==> config.mk <==
export PLATFORM = sky130hd
export DESIGN_NAME = uart_loopback_ctrl
export DESIGN_NICKNAME = d
export VERILOG_FILES = /design/src/rtl/uart_pkg.sv /design/src/rtl/uart_sync_fifo.sv /design/src/rtl/uart_loopback_ctrl.sv
export SDC_FILE = /design/constraint.sdc
export NUM_CORES = 1
export LEC_CHECK = 0
export BUFFER_PORTS_ARGS = -buffer_cell sky130_fd_sc_hd__buf_2
export CAP_MARGIN = 20
export CORE_ASPECT_RATIO = 1.4
export CORE_UTILIZATION = 50
export DETAILED_ROUTE_END_ITERATION = 8
export PLACE_DENSITY = 0.73
export SYNTH_ARGS = -nofsm -noshare
export SYNTH_HDL_FRONTEND = slang
export SYNTH_HIERARCHICAL = 1
export SYNTH_SLANG_ARGS = --single-unit
export TNS_END_PERCENT = 30
==> constraint.sdc <==
create_clock -name w_user_clk -period 4.8 [get_ports w_user_clk]
set_input_delay 0 -clock w_user_clk [delete_from_list [all_inputs] [get_ports w_user_clk]]
set_output_delay 0 -clock w_user_clk [all_outputs]
set_load 0.01 [all_outputs]
==> src/rtl/uart_pkg.sv <==
// Shared types and constants for the UART RX->TX loopback controller.
// The TX FSM state type and the mode encodings live here.
package uart_pkg;

    typedef enum logic [2:0] {
        IDLE    = 3'd0,
        READ    = 3'd1,
        SEND    = 3'd2,
        WAIT_LO = 3'd3,
        WAIT_HI = 3'd4
    } tx_state_e;

    localparam logic UART_MODE_BYTE = 1'b0;
    localparam logic UART_MODE_LINE = 1'b1;

endpackage

==> src/rtl/uart_sync_fifo.sv <==
// Single-clock FIFO with a registered read port and an explicit occupancy counter.
// Writes into a full FIFO and reads from an empty FIFO are ignored.
module uart_sync_fifo #(
    parameter int DW    = 8,
    parameter int DEPTH = 64
) (
    input  logic                     w_user_clk,
    input  logic                     w_user_rst,
    input  logic                     wr_en,
    input  logic [DW-1:0]            din,
    input  logic                     rd_en,
    output logic [DW-1:0]            dout,
    output logic                     full,
    output logic                     empty,
    output logic [$clog2(DEPTH):0]   level
);

    localparam int AW = $clog2(DEPTH);

    logic [DW-1:0] mem [DEPTH];
    logic [AW-1:0] wr_ptr;
    logic [AW-1:0] rd_ptr;
    logic          do_wr;
    logic          do_rd;

    assign full  = (level == (AW+1)'(DEPTH));
    assign empty = (level == '0);
    assign do_wr = wr_en & ~full;
    assign do_rd = rd_en & ~empty;

    // Storage is not reset; the pointers and level define what is valid.
    always_ff @(posedge w_user_clk) begin
        if (do_wr) mem[wr_ptr] <= din;
    end

    always_ff @(posedge w_user_clk or posedge w_user_rst) begin
        if (w_user_rst) begin
            wr_ptr <= '0;
            rd_ptr <= '0;
            level  <= '0;
            dout   <= '0;
        end else begin
            if (do_wr) wr_ptr <= wr_ptr + 1'b1;
            if (do_rd) begin
                rd_ptr <= rd_ptr + 1'b1;
                dout   <= mem[rd_ptr];
            end
            case ({do_wr, do_rd})
                2'b10:   level <= level + 1'b1;
                2'b01:   level <= level - 1'b1;
                default: level <= level;
            endcase
        end
    end

endmodule

==> src/rtl/uart_loopback_ctrl.sv <==
// RX->TX loopback controller: buffers received bytes and re-issues them to the TX side
// with a valid/ready handshake, in byte (echo) or line (hold until terminator) mode.
module uart_loopback_ctrl
    import uart_pkg::*;
#(
    parameter int P_DATA_WIDTH  = 8,
    parameter int P_FIFO_DEPTH  = 64,
    parameter int P_ACK_TIMEOUT = 1024,
    parameter int P_CNT_WIDTH   = 16
) (
    input  logic                           w_user_clk,
    input  logic                           w_user_rst,
    input  logic [P_DATA_WIDTH-1:0]        i_rx_data,
    input  logic                           i_rx_valid,
    output logic [P_DATA_WIDTH-1:0]        o_tx_data,
    output logic                           o_tx_valid,
    input  logic                           i_tx_ready,
    input  logic                           i_mode,
    input  logic [P_DATA_WIDTH-1:0]        i_term_char,
    output logic [$clog2(P_FIFO_DEPTH):0]  o_fifo_level,
    output logic [P_CNT_WIDTH-1:0]         o_overflow_cnt,
    output logic [P_CNT_WIDTH-1:0]         o_timeout_cnt,
    output logic                           o_busy
);

    localparam int AW = $clog2(P_FIFO_DEPTH);
    localparam int TW = $clog2(P_ACK_TIMEOUT);

    tx_state_e               state;
    logic [P_DATA_WIDTH-1:0] fifo_dout;
    logic                    fifo_full;
    logic                    fifo_empty;
    logic [AW:0]             fifo_level;
    logic                    rd_en;
    logic                    wr_acc;
    logic                    drain_en;
    logic                    term_in;
    logic                    term_out;
    logic [AW:0]             term_pending;
    logic                    flush;
    logic [TW-1:0]           tmo_cnt;

    uart_sync_fifo #(
        .DW    (P_DATA_WIDTH),
        .DEPTH (P_FIFO_DEPTH)
    ) u_fifo (
        .w_user_clk (w_user_clk),
        .w_user_rst (w_user_rst),
        .wr_en      (i_rx_valid),
        .din        (i_rx_data),
        .rd_en      (rd_en),
        .dout       (fifo_dout),
        .full       (fifo_full),
        .empty      (fifo_empty),
        .level      (fifo_level)
    );

    assign wr_acc       = i_rx_valid & ~fifo_full;
    assign drain_en     = (i_mode == UART_MODE_BYTE) | (term_pending != '0) | flush;
    assign rd_en        = (state == IDLE) & ~fifo_empty & drain_en & i_tx_ready;
    assign o_fifo_level = fifo_level;
    assign o_busy       = (state != IDLE) | ~fifo_empty;

    // Terminators are counted in both modes so a byte->line switch sees a consistent count.
    assign term_in  = wr_acc & (i_rx_data == i_term_char);
    assign term_out = (state == SEND) & (o_tx_data == i_term_char);

    always_ff @(posedge w_user_clk or posedge w_user_rst) begin
        if (w_user_rst) begin
            term_pending <= '0;
        end else begin
            case ({term_in, term_out})
                2'b10:   term_pending <= term_pending + 1'b1;
                2'b01:   if (term_pending != '0) term_pending <= term_pending - 1'b1;
                default: term_pending <= term_pending;
            endcase
        end
    end

    // A full FIFO in line mode can never see its terminator, so drain it all.
    always_ff @(posedge w_user_clk or posedge w_user_rst) begin
        if (w_user_rst)      flush <= 1'b0;
        else if (fifo_full)  flush <= 1'b1;
        else if (fifo_empty) flush <= 1'b0;
    end

    always_ff @(posedge w_user_clk or posedge w_user_rst) begin
        if (w_user_rst) begin
            o_overflow_cnt <= '0;
        end else if (i_rx_valid && fifo_full && (o_overflow_cnt != '1)) begin
            o_overflow_cnt <= o_overflow_cnt + 1'b1;
        end
    end

    always_ff @(posedge w_user_clk or posedge w_user_rst) begin
        if (w_user_rst) begin
            state         <= IDLE;
            o_tx_data     <= '0;
            o_tx_valid    <= 1'b0;
            tmo_cnt       <= '0;
            o_timeout_cnt <= '0;
        end else begin
            case (state)
                IDLE: begin
                    if (rd_en) state <= READ;
                end
                READ: begin
                    o_tx_data  <= fifo_dout;
                    o_tx_valid <= 1'b1;
                    state      <= SEND;
                end
                SEND: begin
                    o_tx_valid <= 1'b0;
                    tmo_cnt    <= TW'(P_ACK_TIMEOUT - 1);
                    state      <= WAIT_LO;
                end
                WAIT_LO: begin
                    if (!i_tx_ready) begin
                        state <= WAIT_HI;
                    end else if (tmo_cnt == '0) begin
                        // TX never accepted the byte; it is dropped and we move on.
                        if (o_timeout_cnt != '1) o_timeout_cnt <= o_timeout_cnt + 1'b1;
                        state <= IDLE;
                    end else begin
                        tmo_cnt <= tmo_cnt - 1'b1;
                    end
                end
                WAIT_HI: begin
                    if (i_tx_ready) state <= IDLE;
                end
                default: state <= IDLE;
            endcase
        end
    end

endmodule

==> results of run 1 <==
## synthesized netlist by cell type (19+ instances only)
cell | count | area (um2)
clkbuf_1 | 25 | 93.8
dfrtp_1 | 89 | 2230
edfxtp_1 | 512 | 15400
inv_1 | 19 | 71.3
mux2i_1 | 93 | 931
mux4_2 | 92 | 2070
nand2_1 | 74 | 278
nand3_1 | 38 | 190
nor2_1 | 89 | 334
o21ai_0 | 31 | 155
xnor2_1 | 47 | 412
xor2_1 | 25 | 219
## state kept, by name, indices dropped and copies added, names as in the netlist
signal,cells
u_fifo/level,7
o_timeout_cnt,16
u_fifo/dout,8
tmo_cnt,10
flush,1
o_tx_data,8
state,3
o_overflow_cnt,16
u_fifo/wr_ptr,6
o_tx_valid,1
u_fifo/rd_ptr,6
u_fifo/mem,512
term_pending,7
## cell type report
cell class	instances	area [um2]	share of cell area, %
tap	630	788	2.89
clock buffer	70	1410	5.17
inverter	20	75.1	0.275
timing repair buffer	103	663	2.43
sequential	601	17600	64.5
clock inverter	29	325	1.19
multi-input combinational	719	6420	23.5
## routing by layer
metal / vias up / track usage [%]
met2: 509 / 39.0
li1: 5727 / -
met4: 0 / 10.6
met5: - / 0
met3: 143 / 3.04
met1: 6784 / 27.4
## critical path, delay by kind of cell (launching register included)
kind | cells | cell delay, ps
fa+ha+maj | 2 | 660
flops | 1 | 420
simple gates | 6 | 1490
compound gates | 4 | 710
xor+xnor | 1 | 140
buf+inv | 2 | 300
## power by group
| part | switching [mW] | internal [mW] | total, mW |
|---|---|---|---|
| clock network | 1.86 | 2.41 | 4.27 |
| registers | 0.501 | 6.00 | 6.50 |
| logic | 1.87 | 1.47 | 3.35 |
| total | 4.24 | 9.88 | 14.1 |
## logic make-up after synthesis
group	after synthesis	share of synthesized area (%)
flip-flops	601	71.8
AO/OA/AOI/OAI	151	4.23
adder cells (fa/ha/maj)	18	0.980
XOR/XNOR	72	2.57
AND/OR/NAND/NOR	277	5.37
multiplexers	201	13.0
buffers and inverters	87	2.00
## worst max-delay path by stage
stage	start	end	slack (ps)	cells past startpoint
floorplan	u_fifo/level[4]	u_fifo/level[6]	1520	16
global placement	term_pending[0]	u_fifo/level[6]	1050	15
detailed placement	term_pending[0]	u_fifo/level[6]	990	15
CTS	term_pending[0]	u_fifo/level[6]	970	15
global route	term_pending[0]	u_fifo/level[6]	730	15
finish	term_pending[0]	u_fifo/level[6]	1000	15
==> results.json, run 1 <==
{
  "reg2reg_slack_ps": 1000,
  "setup_viol": 0,
  "total_power_mw": 14.1,
  "finalCriticalPeriod_ps": 3800,
  "cts_resized": 0,
  "dieWidth_um": 189,
  "final_common_cell": "edfxtp_1",
  "hold_class": "input pin to register",
  "power_per_cell_area_nw_per_um2": 517,
  "io_pins": 70,
  "vias": 13200,
  "cap_violations": 0,
  "met1_length_um": 20700,
  "relSlewSlack_pct": 29.7,
  "setup_tns_ps": 0,
  "worst_r2r_endpoint": "u_fifo/level[6]",
  "holdWs_ps": 43.0,
  "place_congestion": 0.873,
  "overflow": 0,
  "yosysUniqueCellTypes": 62,
  "die_area_um2": 49900,
  "cts_buffer_depth": 3,
  "floorplan.initialDensity_pct": 50.9,
  "setup_slack_ps": 1000,
  "syn-instance-count": 1407,
  "dpl.hpwl_um": 34200,
  "cts_setup_buffers": 0,
  "status": "finished clean",
  "crit_required_ps": 5310,
  "synthesis.nets": 1446,
  "cts_sinks": 601,
  "worstMarginPinSlew_ps": 1050,
  "drc": 0,
  "design_area_um2": 27300,
  "grt_max_degree": 65,
  "ir_drop_mv": 0.344,
  "cts_tree": "yes",
  "ant_nets": 0,
  "rows": 95,
  "r2r.worst_path.cells": 15,
  "fin_util_pct": 56.7,
  "worstPathArrival_ps": 4310,
  "yosys_warnings": 6,
  "layout_common_cells": "edfxtp_1, mux2i_1, mux4_2",
  "worstSetupEndpointType": "register",
  "vias_per_cell": 6.06,
  "final_hold_viol_count": 0,
  "n_antenna_cell": 0,
  "postSynth.asyncResetShare_pct": 14.8,
  "slew_violations": 0,
  "place_ws_ps": 993,
  "grt_pass1_vias": 13400,
  "wl_per_cell_um": 25.3,
  "clk_transition_reported_paths_ps": 60,
  "antenna_found_initial": 1,
  "syn_area_per_cell_um2": 17.4,
  "cts_root_buf": "clkbuf_16",
  "met3_wirelength_um": 3190,
  "synthFlopType": "edfxtp_1",
  "first_iter_violations": 1252,
  "track_usage_pct": 22.3,
  "grt_setup_unrepaired": "false",
  "grt_pass1_wl_um": 83000,
  "drive_gt1_share_pct": 18.9,
  "num-fill-cells": 3582,
  "die_y_um": 264,
  "worstHoldStart": "i_rx_data[6]",
  "r2r-start": "term_pending[0]",
  "cts_hold_buf": 6,
  "synth_area_um2": 24500,
  "synth_seq_cells": 601,
  "cts_buffers": 53,
  "placed_cells": 2065,
  "crit_fanout": 12,
  "path_class": "register to register",
  "met2_length_um": 28400,
  "area_delta_synth_final_pct": 11.4,
  "seq_area_frac_synth_pct": 71.8,
  "cp-start-kind": "register",
  "worstHoldPathCells": 2,
  "min_period_over_period_pct": 79.1,
  "p_leak_nw": 9.31,
  "finalNetCount": 1537,
  "finClkSkew_ps": 21.8,
  "insertion_delay_ps": 600,
  "placed_area_um2": 25500,
  "min_to": "u_fifo/mem[53][6]",
  "portBuffers": 69,
  "cp_cell_sequence": "nor4_1, nand2_1, o311a_1, and3b_1, o21ai_1, buf_4, inv_2, ha_1, ha_1, nor2b_1, o21ai_1, a21boi_0, or4_1, nand3_1, xor2_1",
  "cts.htree.levels": 2,
  "fin_cells": 2172,
  "fmax_mhz": 263,
  "critPathMaxStageDelay_ps": 500,
  "slowest_stage": "or4_1",
  "dr.pass1.iters": 8,
  "top_layer_used": "met4",
  "wirelength_um": 55000,
  "synth_edf_count": 512,
  "core_um2": 48100
}
No activity file was read; power rests on OpenSTA's default activity.
==> run 2, diff against run 1 <==
--- a/config.mk
+++ b/config.mk
@@ -5,12 +5,13 @@
 export SDC_FILE = /design/constraint.sdc
 export NUM_CORES = 1
 export LEC_CHECK = 0
+export ABC_AREA = 1
 export BUFFER_PORTS_ARGS = -buffer_cell sky130_fd_sc_hd__buf_2
 export CAP_MARGIN = 20
 export CORE_ASPECT_RATIO = 1.4
 export CORE_UTILIZATION = 50
 export DETAILED_ROUTE_END_ITERATION = 8
-export PLACE_DENSITY = 0.73
+export PLACE_DENSITY = 0.76
 export SYNTH_ARGS = -nofsm -noshare
 export SYNTH_HDL_FRONTEND = slang
 export SYNTH_HIERARCHICAL = 1
==> constraint.sdc (replaced) <==
create_clock -name w_user_clk -period 3.4 [get_ports w_user_clk]
set_input_delay 0 -clock w_user_clk [delete_from_list [all_inputs] [get_ports w_user_clk]]
set_output_delay 0 -clock w_user_clk [all_outputs]
set_load 0.01 [all_outputs]
==> run 2 against run 1 <==
  * Utilization fell by 0.11 points
  * Synthesized cell count rose by 87%
  * Global-route usage rose by 2.0 points
  * Critical path type unchanged
  * Largest power group unchanged
==> results.json, run 2 <==
{
  "ir_drop_mv": 0.648,
  "synthXorXnorAreaFrac_pct": 1.61,
  "r2r-start": "u_fifo/level[2]",
  "worstSetupEndpointType": "register",
  "dieWidth_um": 197,
  "worst_r2r_endpoint": "u_fifo/level[6]",
  "multiInputGateArea_um2": 7440,
  "drc": 0,
  "vias_per_cell": 5.45,
  "worstMarginPinSlew_ps": 1050,
  "power_switching_mw": 8.43,
  "layout_common_cells": "nand2_1, edfxtp_1, nand3_1",
  "num-fill-cells": 4307,
  "placed_cells": 3337,
  "yosys_warnings": 6,
  "status": "finished clean",
  "min_period_over_period_pct": 93.3,
  "insertion_delay_ps": 590,
  "portBuffers": 69,
  "critPathMaxStageDelay_ps": 380,
  "finClkSkew_ps": 26.2,
  "setup_viol": 0,
  "io_pins": 70,
  "syn-instance-count": 2629,
  "power_per_cell_area_nw_per_um2": 768,
  "die_area_um2": 54100,
  "crit_top_cell": "inv_1",
  "r2r.worst_path.cells": 21,
  "reg2reg_slack_ps": 230,
  "syn_area_per_cell_um2": 10.1,
  "worstPathArrival_ps": 3640,
  "dpl.hpwl_um": 41100,
  "grt_pass1_vias": 18600,
  "relSlewSlack_pct": 29.6,
  "place_congestion": 0.928,
  "fmax_mhz": 315,
  "grt_pass1_wl_um": 101000,
  "design_area_um2": 29600,
  "synthesis.nets": 2668,
  "postSynth.asyncResetShare_pct": 14.8,
  "critPathBufInv": 6,
  "core_um2": 52300,
  "floorplan.initialDensity_pct": 50.9,
  "synth_area_leaders": "edfxtp_1, nand2_1, dfrtp_1, nand3_1, inv_1",
  "p_leak_nw": 12.1,
  "final_hold_viol_count": 0,
  "synth_most_common_cell": "nand2_1",
  "vias": 18800,
  "final_common_cell": "nand2_1",
  "finalNetCount": 2731,
  "p_clk_share_pct": 27.4,
  "combPwrFrac_pct": 33.6,
  "synth.mux.area_fraction_pct": 0.0423,
  "synth-simple-area-share_pct": 22.7,
  "setup_tns_ps": 0,
  "drive_gt1_share_pct": 8.45,
  "clk_transition_reported_paths_ps": 60,
  "largest_reg_flops": 512,
  "top_register": "u_fifo/mem",
  "path_class": "register to register",
  "slowest_stage": "dfrtp_1",
  "cts_root_buf": "clkbuf_16",
  "total_power_mw": 22.7,
  "placed_area_um2": 27700,
  "post-synth-top-area-fraction_pct": 57.8,
  "grt_max_degree": 154,
  "slew_violations": 0,
  "antenna_found_initial": 3,
  "regArea_um2": 17600,
  "cts_buffers": 54,
  "synthAdderAreaFrac_pct": 0.903,
  "reg_top3": "u_fifo/mem (512), o_overflow_cnt (16), o_timeout_cnt (16)",
  "crit_family": "simple AND/OR/NAND/NOR gates",
  "finalCriticalPeriod_ps": 3170,
  "power_frac_seq_pct": 39.0,
  "yosysUniqueCellTypes": 43,
  "first_iter_violations": 1990,
  "intPower_mw": 14.3,
  "dr.pass1.iters": 7,
  "cp-start-kind": "register",
  "cts_tree": "yes",
  "cap_violations": 0,
  "hold_class": "input pin to async pin",
  "overflow": 0,
  "cts.htree.levels": 2,
  "swShare_pct": 37.1,
  "synth_compound_area_share_pct": 2.74,
  "seq_area_frac_synth_pct": 66.2,
  "synth_seq_cells": 601,
  "synthFlopType": "edfxtp_1",
  "ant_nets": 0,
  "n_antenna_cell": 0,
  "cts_sinks": 601,
  "ys_top_cells_by_count": "nand2_1, edfxtp_1, nand3_1, inv_1, nor2_1",
  "synth_edf_count": 512,
  "wirelength_um": 65000,
  "synth_top_family_by_area": "simple AND/OR/NAND/NOR gates",
  "die_y_um": 275,
  "track_usage_pct": 24.3,
  "fin_util_pct": 56.6,
  "crit_required_ps": 3860,
  "wl_per_cell_um": 18.9,
  "crit_fanout": 4,
  "fin_cells": 3441,
  "rows": 99,
  "grt_setup_unrepaired": "false",
  "cts_buffer_depth": 3,
  "cp_cell_sequence": "inv_1, nand4_1, inv_1, nand3_1, inv_1, or2_2, nor4_2, nand2_1, inv_1, ha_2, inv_1, fa_1, inv_1, nand3_1, nand2_1, nand2_1, nand2_1, a21oi_1, and2_1, o21ai_0, nand2_1",
  "yosys.area.top_type": "edfxtp_1",
  "synth_area_um2": 26600,
  "area_delta_synth_final_pct": 11.2
}
-- run 2: changes by cell type in the layout (fill, tap and decap cells not counted), moves of 16 or more --
cell / change
buf_4: +16
mux2i_1: -93
xnor2_1: -32
a22oi_1: -16
nand2_1: +792
o22ai_1: -16
inv_1: +244
mux4_2: -92
nor2_1: +106
nand3_1: +275
a21oi_1: +31
-- run 2: through the flow --
step / setup slack [ps] / hold slack (ps)
3_5_place_dp: 189 / 152
2_1_floorplan: 115 / 52.7
3_3_place_gp: 199 / 156
6_report: 227 / 83.5
4_1_cts: 171 / 57.9
5_1_grt: 31.0 / 72.1
-- run 2: worst reg2reg max path, cell delays in order, from the launching register on --
cell and delay (ps):
dfrtp_1 380, inv_1 70, nand4_1 130, inv_1 60
nand3_1 100, inv_1 70, or2_2 310, nor4_2 250
nand2_1 140, inv_1 100, ha_2 220, inv_1 60
fa_1 350, inv_1 100, nand3_1 80, nand2_1 90
nand2_1 80, nand2_1 60, a21oi_1 60, and2_1 130
o21ai_0 140, nand2_1 70
-- run 2: logic make-up after synthesis --
| group | Yosys count |
|---|---|
| muxes | 1 |
| xor gates and xnor gates | 48 |
| DFF | 601 |
| and+or+nand+nor | 1448 |
| buffers and inverters | 385 |
| AOI/OAI and AO/OA | 128 |
| adders and majority gates | 18 |
-- run 2: worst max path at each step --
stage / endpoint / slack (ps) / from / cells past startpoint
finish: u_fifo/level[6] / 230 / u_fifo/level[2] / 21
global placement: u_fifo/level[6] / 200 / u_fifo/level[3] / 21
detailed placement: u_fifo/level[6] / 190 / u_fifo/level[2] / 21
global route: u_fifo/level[6] / 30 / u_fifo/level[2] / 21
floorplan: u_fifo/level[6] / 110 / u_fifo/level[1] / 22
CTS: u_fifo/level[6] / 170 / u_fifo/level[2] / 21
-- run 2: final cells by class --
type / instances / area share (%)
Clock buffer: 66 / 4.84
Sequential cell: 601 / 59.5
Clock inverter: 32 / 1.28
Timing Repair Buffer: 120 / 2.72
Inverter: 272 / 3.47
Multi-Input combinational cell: 1643 / 25.2
Tap cell: 707 / 2.99
-- run 2: metal layers --
metal  GRT usage, %  vias up  wire length, um
li1               -     8812                -
met1           27.9     8896            23500
met2           43.6      833            33200
met3           3.47      218             4620
met4           13.5        0             3670
met5              0        -                0
-- run 2: power groups by stage --
stage                     Combinational [mW]  Sequential [mW]  Clock (mW)
after CTS                               7.55             8.85        6.30
after global routing                    8.36             8.91        6.55
final                                   7.64             8.86        6.22
after global placement                  7.32             8.97           0
after floorplan                         5.10             8.95           0
after detailed placement                7.49             9.00           0
-- run 2: repair_timing --
item | in CTS | in global routing
gates resized for setup | 0 | 2
hold buffers | 6 | 0
setup endpoints to repair | 0 | 1
endpoints found under the hold margin | 56 | 0
buffers inserted | 0 | 0
==> run 3, diff against run 2 <==
--- a/config.mk
+++ b/config.mk
@@ -12,6 +12,7 @@
 export CORE_UTILIZATION = 50
 export DETAILED_ROUTE_END_ITERATION = 8
 export PLACE_DENSITY = 0.76
+export RECOVER_POWER = 50
 export SYNTH_ARGS = -nofsm -noshare
 export SYNTH_HDL_FRONTEND = slang
 export SYNTH_HIERARCHICAL = 1
==> run 3 against run 2 <==
  * The flow now finishes with violations (capacitance limit, slew limit)
  * Final area shrank 0.35%
  * Clock power barely moved
  * Non-clock buffer count unchanged
  * Critical path depth unchanged
  * Worst hold slack got worse by 15 ps
  * Final cell count barely moved
  * Utilization is 0.20 points lower
  * Sequential power is essentially flat
  * Die area unchanged
  * Highest routed layer unchanged
==> results.json, run 3 (synthesis gave the netlist of run 2 again) <==
{
  "status": "finished with violations",
  "violations": "capacitance limit, slew limit",
  "worstSetupEndpointType": "register",
  "place_ws_ps": 189,
  "largest_reg_flops": 512,
  "floorplan.initialDensity_pct": 50.9,
  "insertion_delay_ps": 590,
  "drc": 0,
  "combPwrFrac_pct": 33.6,
  "cts_tree": "yes",
  "layout_common_cells": "nand2_1, edfxtp_1, nand3_1",
  "p_clk_share_pct": 27.4,
  "cts_sinks": 601,
  "slew_violations": 419,
  "min_period_over_period_pct": 93.3,
  "path_class": "register to register",
  "grt_pass1_wl_um": 101000,
  "track_usage_pct": 24.3,
  "worstMarginPinSlew_ps": 3550,
  "die_area_um2": 54100,
  "p_leak_nw": 11.9,
  "antenna_found_initial": 3,
  "crit_start": "u_fifo/level[2]",
  "dr.pass1.iters": 6,
  "final_common_cell": "nand2_1",
  "place_congestion": 0.928,
  "area_delta_synth_final_pct": 10.8,
  "relSlewSlack_pct": -136,
  "final_hold_viol_count": 0,
  "worstPathArrival_ps": 3630,
  "io_pins": 70,
  "cts_buffers": 54,
  "portBuffers": 69,
  "setup_tns_ps": 0,
  "cts.htree.levels": 2,
  "core_um2": 52300,
  "finClkSkew_ps": 26.8,
  "vias_per_cell": 5.43,
  "cap_violations": 7,
  "clk_transition_reported_paths_ps": 60,
  "power_switching_mw": 8.45,
  "die_y_um": 275,
  "drive_gt1_share_pct": 6.14,
  "fmax_mhz": 315,
  "reg_top3": "u_fifo/mem (512), o_overflow_cnt (16), o_timeout_cnt (16)",
  "grt_setup_unrepaired": "false",
  "ant_nets": 0,
  "total_power_mw": 22.7,
  "grt_max_degree": 154,
  "crit_fanout": 4,
  "cts_buffer_depth": 3,
  "ir_drop_mv": 0.649,
  "hold_class": "input pin to async pin",
  "dpl.hpwl_um": 41100,
  "setup_viol": 0,
  "setup_slack_ps": 229,
  "crit_required_ps": 3860,
  "overflow": 0,
  "cts_root_buf": "clkbuf_16",
  "intPower_mw": 14.3,
  "wirelength_um": 64900,
  "r2r-start": "u_fifo/level[2]",
  "power_frac_seq_pct": 39.1,
  "top_register": "u_fifo/mem",
  "swShare_pct": 37.2,
  "power_per_cell_area_nw_per_um2": 771,
  "dieWidth_um": 197,
  "first_iter_violations": 1917,
  "rows": 99,
  "cp-start-kind": "register",
  "finalCriticalPeriod_ps": 3170,
  "vias": 18700,
  "finalNetCount": 2731,
  "wl_per_cell_um": 18.9,
  "grt_pass1_vias": 18600
}
[run 3: changes by cell type in the layout (fill, tap and decap cells not counted), sizes merged]
cell	previous run	this run
diode	0	1
buf	114	47
clkbuf	66	133
[run 3: final timing paths]
path / slack [ps] / cells past startpoint / endpoint
max reg2reg: 230 / 21 / u_fifo/level[6]
min in group w_user_clk: 140 / 10 / term_pending[5]
max: 230 / 21 / u_fifo/level[6]
min: 70 / 3 / u_fifo/level[0]
min reg2reg: 480 / 2 / term_pending[6]
max in group asynchronous: 900 / 4 / o_timeout_cnt[4]
[run 3: area by class of cell]
cell class / count / area, um2
fillers: 4360 / 22800
flip-flops and latches: 601 / 17600
multi-input cells: 1643 / 7440
clock buffers: 66 / 1430
inverters: 272 / 1030
well taps: 707 / 885
repair buffers: 120 / 701
clock inverters: 32 / 379
diodes: 1 / 2.50
[run 3: critical path, stage by stage (launching register included)]
cell and delay, ps:
dfrtp_1 380, inv_1 70, nand4_1 130, inv_1 60, nand3_1 100, inv_1 70
or2_2 310, nor4_2 250, nand2_1 140, inv_1 100, ha_2 220, inv_1 60
fa_1 350, inv_1 100, nand3_1 70, nand2_1 90, nand2_1 80, nand2_1 60
a21oi_1 60, and2_1 130, o21ai_0 140, nand2_1 70
[run 3: power groups by stage]
| stage | sequential (mW) | clock [mW] | combinational [mW] |
|---|---|---|---|
| final | 8.88 | 6.22 | 7.62 |
| after global routing | 8.93 | 6.55 | 8.33 |
| after CTS | 8.85 | 6.30 | 7.55 |
| after detailed placement | 9.00 | 0 | 7.49 |
| after global placement | 8.97 | 0 | 7.32 |
| after floorplan | 8.95 | 0 | 5.10 |
[run 3: layer usage]
metal,up-vias,GRT usage (%),wire [um]
met5,-,0,0
met4,0,13.5,3900
met3,208,3.47,4640
met2,796,43.6,33000
met1,8854,27.9,23400
li1,8817,-,-
[run 3: repair_timing]
item,CTS,global route
hold endpoints to repair,56,0
hold buffers,6,0
buffers inserted,0,0
endpoints found under the setup margin,0,1
resized for setup,0,2
[run 3: through the flow]
stage	std cells	utilization, %	hold WS, ps	instance area (um2)
global route	3441	56.4	143	29500
floorplan	2629	-	52.7	26600
detailed placement	3337	53.0	152	27700
finish	3442	56.4	68.6	29500
global placement	3337	53.0	156	27700
CTS	3441	56.6	57.9	29600
